===== config.mk =====
export PLATFORM = sky130hd
export DESIGN_NAME = alu_calc_core
export DESIGN_NICKNAME = d
export VERILOG_FILES = /design/src/rtl/alu_calc_core.sv
export SDC_FILE = /design/constraint.sdc
export NUM_CORES = 1
export LEC_CHECK = 0
export CORE_MARGIN = 10
export CORE_UTILIZATION = 35
export DETAILED_ROUTE_END_ITERATION = 16
export PLACE_DENSITY = 0.54
export SETUP_SLACK_MARGIN = 0.05
export SYNTH_ARGS = -nofsm -noshare
export SYNTH_HDL_FRONTEND = slang
export SYNTH_SLANG_ARGS = --single-unit

===== constraint.sdc =====
create_clock -name clk -period 2 [get_ports clk]
set_clock_uncertainty 0.15 [all_clocks]
set_input_delay 0.2 -clock clk [delete_from_list [all_inputs] [get_ports clk]]
set_output_delay 0.2 -clock clk [all_outputs]
set_load 0.02 [all_outputs]

===== src/rtl/alu_calc_core.sv =====
// Button-driven operand entry (A/B with auto-repeat) feeding a registered ALU, with accumulate into A.
// Latency: input edge -> operand write 2 cycles after sync; operand/op change -> c/co/zero 1 cycle later.
// Backpressure: none; events are applied unconditionally, res_valid is a single-cycle strobe.
module alu_calc_core #(
  parameter int unsigned WIDTH      = 4,
  parameter logic [23:0] HOLD_CYC   = 24'd5000000,
  parameter logic [23:0] REPEAT_CYC = 24'd2500000
) (
  input  logic             clk,
  input  logic             rstn,
  input  logic [1:0]       btn,
  input  logic [1:0]       dir,
  input  logic [1:0]       op,
  input  logic             mode,
  input  logic             acc_btn,
  output logic [WIDTH-1:0] a,
  output logic [WIDTH-1:0] b,
  output logic [WIDTH-1:0] c,
  output logic             co,
  output logic             zero,
  output logic             res_valid
);

  localparam logic [WIDTH-1:0] ONE = {{(WIDTH-1){1'b0}}, 1'b1};

  // Channel 0 = btn[0] (A), channel 1 = btn[1] (B), channel 2 = acc_btn.
  logic [2:0]        s1;
  logic [2:0]        s2;
  logic [2:0]        prev;
  logic [2:0]        press;

  // Auto-repeat state for the two operand buttons only.
  logic [1:0][23:0]  cnt;
  logic [1:0]        rpt;
  logic [1:0]        fire;
  logic [1:0]        evt;

  logic              acc_fire;
  logic              a_wr;
  logic              b_wr;
  logic              wr_q;
  logic [WIDTH-1:0]  a_nxt;
  logic [WIDTH-1:0]  b_nxt;

  logic [WIDTH:0]    sum;
  logic [WIDTH-1:0]  c_nxt;
  logic              co_nxt;

  // Two-flop synchroniser plus a previous-level flop for rising-edge detection.
  always_ff @(posedge clk or negedge rstn) begin
    if (!rstn) begin
      s1   <= '0;
      s2   <= '0;
      prev <= '0;
    end else begin
      s1   <= {acc_btn, btn};
      s2   <= s1;
      prev <= s2;
    end
  end

  // Press pulses and hold/repeat expiry; the counter threshold depends on whether repeat is active.
  always_comb begin
    press = s2 & ~prev;
    for (int i = 0; i < 2; i++) begin
      fire[i] = s2[i] && (rpt[i] ? (cnt[i] == REPEAT_CYC - 24'd1)
                                 : (cnt[i] == HOLD_CYC - 24'd1));
    end
    evt = press[1:0] | fire;
  end

  // Hold counters run while the synchronised level is high; release clears everything.
  always_ff @(posedge clk or negedge rstn) begin
    if (!rstn) begin
      cnt <= '0;
      rpt <= '0;
    end else begin
      for (int i = 0; i < 2; i++) begin
        if (!s2[i]) begin
          cnt[i] <= '0;
          rpt[i] <= 1'b0;
        end else if (fire[i]) begin
          cnt[i] <= '0;
          rpt[i] <= 1'b1;
        end else begin
          cnt[i] <= cnt[i] + 24'd1;
        end
      end
    end
  end

  // Operand next-state: accumulate overrides a same-cycle A edit; B edits always apply.
  always_comb begin
    acc_fire = press[2] & mode;
    a_wr     = acc_fire | evt[0];
    b_wr     = evt[1];
    if (acc_fire) begin
      a_nxt = c;
    end else if (dir[0]) begin
      a_nxt = a - ONE;
    end else begin
      a_nxt = a + ONE;
    end
    b_nxt = dir[1] ? (b - ONE) : (b + ONE);
  end

  // Operand registers; wr_q remembers that an operand changed so res_valid lines up with the new c.
  always_ff @(posedge clk or negedge rstn) begin
    if (!rstn) begin
      a         <= '0;
      b         <= '0;
      wr_q      <= 1'b0;
      res_valid <= 1'b0;
    end else begin
      if (a_wr) a <= a_nxt;
      if (b_wr) b <= b_nxt;
      wr_q      <= a_wr | b_wr;
      res_valid <= wr_q;
    end
  end

  // ALU combinational result; co is carry for add, no-borrow for sub, zero for logic ops.
  always_comb begin
    sum    = {1'b0, a} + {1'b0, b};
    c_nxt  = '0;
    co_nxt = 1'b0;
    case (op)
      2'b00: {co_nxt, c_nxt} = sum;
      2'b01: begin
        c_nxt  = a - b;
        co_nxt = (a >= b);
      end
      2'b10: c_nxt = a & b;
      default: c_nxt = a | b;
    endcase
  end

  // Registered result stage, updated every cycle.
  always_ff @(posedge clk or negedge rstn) begin
    if (!rstn) begin
      c    <= '0;
      co   <= 1'b0;
      zero <= 1'b1;
    end else begin
      c    <= c_nxt;
      co   <= co_nxt;
      zero <= (c_nxt == '0);
    end
  end

endmodule

**Word-level counts from Yosys, hierarchy flattened**

Cells that the tools add are included.

- Flip-flop bits (word level): 75
- Input bits: 10
- Output and inout bits: 15
- Word-level logic and storage cells: 58

- Add/sub/neg operators: 8
- Order comparisons: 1
- Equal/unequal tests: 8
- Muxes and demuxes: 15
- Bitwise gates (word level): 8
- Reductions and logical operators: 4

Operators by type and width:

| operator | number |
|---|---|
| two-way mux 24 bit | 4 |
| adder 24 x 1 -> 24 bit, second input constant | 2 |
| == test 24 x 22 -> 1 bit, second input constant | 2 |
| == test 24 x 23 -> 1 bit, second input constant | 2 |
| two-way mux 4 bit | 3 |
| case mux 4 bit (3 select lines) | 1 |
| adder 4 x 1 -> 4 bit, second input constant | 2 |
| subtractor 4 x 1 -> 4 bit, second input constant | 2 |
| two-way mux 1 bit | 6 |
| adder 4 x 4 -> 5 bit | 1 |
| bitwise AND 4 bit | 1 |
| greater-or-equal comparator 4 bit | 1 |
| zero test 4 bit | 1 |
| != test 2 x 1 -> 1 bit, second input constant | 2 |
| OR 4 bit | 1 |
| subtractor 4 bit | 1 |
| bitwise AND 3 bit | 1 |
| inverter 3 bit | 1 |
| == test 2 x 1 -> 1 bit, second input constant | 1 |
| == test 2 bit, second input constant | 1 |
| logical AND 1 bit | 2 |
| zero test 2 bit | 1 |
| OR 1 bit | 2 |
| OR 2 bit | 1 |
| other kinds (2) | 2 |

**Longest topological paths before layout**

- Depth after elaboration: 6
- Gate-level depth with buffers: 9
- Mapped depth without buffers: 9

**Least setup slack after synthesis**

Ideal clock, no wire load.

- Kind: register to register
- From: register a[1]
- To: register zero
- Library setup time: 0.097 ns
- Arrival: 1.938 ns
- Data required time: 1.753 ns
- Setup slack: -0.184 ns
- Cell stages (with the launch flop): 9
- Path buffers: 0
- Cell sequence: dfrtp_1 > inv_1 > ha_1 > o21bai_1 > a21oi_1 > mux2_2 > xnor2_1 > mux2i_1 > nor4_1

- Longest elaborated chain between the ends: 3
- Elaborated cells on any way between the ends: 6

Ends and longest elaborated chain:

| element | line | RTL |
|---|---|---|
| start: declaration | 16 | `output logic [WIDTH-1:0] a,` |
| start signal: assignment | 115 | `if (a_wr) a <= a_nxt;` |
| subtractor 4 bit / adder 4 x 4 -> 5 bit (equally long branches) | 130, 124 |  |
| case mux 4 bit (3 select lines) * | 127 | `case (op)` |
| net c_nxt[3] | 46 | `logic [WIDTH-1:0] c_nxt;` |
| zero test 4 bit * | 147 | `zero <= (c_nxt == '0);` |
| end signal: assignment | 147 |  |
| end: declaration | 20 | `output logic zero,` |

Mark *: on every way through the listed nets, which the timed path passes. The rest lies on a longest branch.
A chain may end at the register's enable or synchronous reset.

**Worst setup path after layout**

Ends and elaborated chain as after synthesis.

==> qor.csv <==
metric,value,unit
I/O Pins,25,
antenna violations before repair,0,
clk sinks,75,
min-delay src,btn[0],
diode count,0,
Die ar.,16200,µm²
Synth area leaders,"dfrtp_1 (46%), xor2_1 (7.4%), nor2_1 (5.9%)",
final wirelength,9050,µm
RD Place Congestion,0.805,
Worst Path Required,2.09,ns
Period minus WS final,2.01,ns
"flops & latches, synth",75,
area grow syn2layout,37.8,%
Worst-path clk slew,0.06,ns
CTS Buf Count,9,
DR vias,2972,
Worst Setup SP,a[1],
Tcrit/Tclk final,1.00,
most frequent cell after synthesis,dfrtp_1,
syn nets,415,
highest net fanout along the worst path,6,
Final HPWL DP,6120,µm
Slew @ Worst Pin,0.438,ns
Critical Path Start Type,flop,
yosys warns,0,
largest net degree at the start of global routing,45,
RSZ-0062 raised after global routing,yes,
status,"complete, but fails checks",
largest area contributor in the netlist,dfrtp_1,
Design Power,0.00575,W
failing checks,setup timing,
Post-route DRC,0,
"Cell Chain, Critical Path",buf_6 -> ha_2 -> a21oi_2 -> o21bai_1 -> mux2_2 -> xnor2_1 -> mux2i_1 -> nor4_2,
starting density of the core,0.355,
Worst-Skew Late Latency,0.33,ns
Post-synth ARST share,1.00,
share of cells above drive strength 1,0.328,
routed vias/inst,4.83,
Final ANT Viol Nets,0,
"Cell Area, Placed",4720,µm²
Total Routing Usage GR,0.114,
first-pass GRT wire length,15200,µm
number of global-route vias before repair,3084,
Min Hold Slack,0.154,ns
critical path's largest stage delay,0.43,ns
Worst path slowest cell,dfrtp_2,
Max Slew Vio Count,0,
main flop type after synthesis,dfrtp_1,
VDD IR max,0.816,mV
Post-synth EDFFs,0,
worst rel slew slack,0.708,
leak pwr,2.43,nW
total grt overflow,0,
H-tree depth,3,
Rows,39,
Final #Nets,499,
DR WL/cell,14.7,µm
TritonCTS clock tree,done,
distinct cell type count after synthesis,51,
Core ar.,11300,µm²
DRT Pass-1 Iters,4,
top cell type's share of synthesized area,0.461,
DRT iter0 DRCs,136,
Max clock buf depth,2,
total negative setup slack,-0.00932,ns
average cell area after synthesis,10.5,µm²
maxcap violations,0,
Worst Setup End Kind,flop,
Hold Crit Class,in2reg,
clk root buf,clkbuf_16,
Post-synth top cells,"dfrtp_1 (74), nor2_1 (63), xor2_1 (34)",
Final Instance Area,5530,µm²
sequential share of the synthesized area,0.468,
fmax,498,MHz
Chip Width,127,µm
synthesized instance count,383,
PortBufs,24,
signal arrival time at the worst endpoint,2.10,ns
Die Height,127,µm
# setup viols final,1,
Netlist Area Pre-Place,4010,µm²
r2r startpoint,a[1],
Fin. Hold Viols,0,
Setup Crit Path Kind,reg2reg,
Cell Pwr Density,1040,nW/µm²
worst setup margin,-0.00932,ns
logic make-up after synthesis:
kind of cell | count (synthesis) | share of synthesized area
and+or+nand+nor | 161 | 0.219
DFF | 75 | 0.468
xor gates and xnor gates | 54 | 0.118
AOI/OAI and AO/OA | 35 | 0.0611
buffers and inverters | 29 | 0.0368
adders and majority gates | 22 | 0.0761
muxes | 7 | 0.0215
final cells by class:
type | instances | area (µm²)
fill | 1042 | 5790
multi-input combinational | 279 | 2330
sequential | 75 | 1880
timing repair buffer | 83 | 772
clock buffer | 11 | 243
tap | 143 | 179
inverter | 19 | 76.3
clock inverter | 5 | 52.6
report_power, final:
part	leakage [nW]	internal [W]	switching (W)	total (W)
logic	1.31	0.00115	0.00113	0.00228
clock network	0.145	0.000994	0.000623	0.00162
registers	0.982	0.00170	0.000154	0.00185
metrics by stage:
stage / worst slack (ns) / utilization / cells
6_report: -0.00932 / 0.489 / 615
5_1_grt: -0.0994 / 0.489 / 615
4_1_cts: -0.0237 / 0.455 / 607
3_5_place_dp: -0.0670 / 0.417 / 585
3_3_place_gp: 0.000433 / 0.417 / 585
2_1_floorplan: -0.0556 / - / 383
per-layer routing:
metal,share of wire,vias to the layer above,global-route usage
met4,0.018,0,0.0496
met2,0.48,36,0.178
met3,0.027,11,0.0285
met1,0.48,1457,0.147
li1,-,1468,-
met5,0,-,0
critical path: cells and delay by family, from the launching register on:
kind                       cells  cell delay [ns]
AOI/OAI and AO/OA              2             0.20
xor gates and xnor gates       1             0.13
adders and majority gates      1             0.19
buffers and inverters          1             0.15
DFF                            1             0.43
muxes                          2             0.40
and+or+nand+nor                1             0.28
what timing repair did:
item | 4_1_cts | 5_1_grt
endpoints found under the setup margin | 29 | 61
gates cloned | 0 | 4
pin swaps | 7 | 30
hold endpoints to repair | 30 | 0
gates resized for setup | 16 | 68
setup buffers | 5 | 5
hold buffers | 1 | 0
flip-flops by register name, indices dropped and copies added (netlist names):
name,flops
b,4
zero,1
cnt,48
co,1
a,4
rpt,2
c,4
s1,3
wr_q,1
s2,3
res_valid,1
prev,3
worst paths after layout:
kind | end | slack, ns | cells past startpoint
worst min-delay path | s1[0] | 0.15 | 1
min in group asynchronous | cnt[20] | 0.20 | 2
max in group asynchronous | cnt[38] | 0.91 | 3
worst max register to register | zero | -0.009 | 8
worst max-delay path | zero | -0.009 | 8
worst min register to register | s2[2] | 0.20 | 0
placed cells by master (no fill, tap or decap), drive strengths merged, types with 3 or more instances in the layout:
cell type      count
nand2             20
and2               3
fa                 4
nand3             23
and4bb             4
nor4               4
nor4b              5
clkdlybuf4s50     20
o21bai             4
clkinv             3
a211oi             3
dfrtp             74
clkbuf            14
ha                18
mux2i              3
a21oi             11
mux2               3
nand4             10
o21ai              7
nor2              63
inv               19
nor3               5
nor4bb             3
nor3b              3
xnor2             20
xor2              34
o21a               3
buf               57
and3               6
and4               4
No activity file was read; power rests on OpenSTA's default activity.
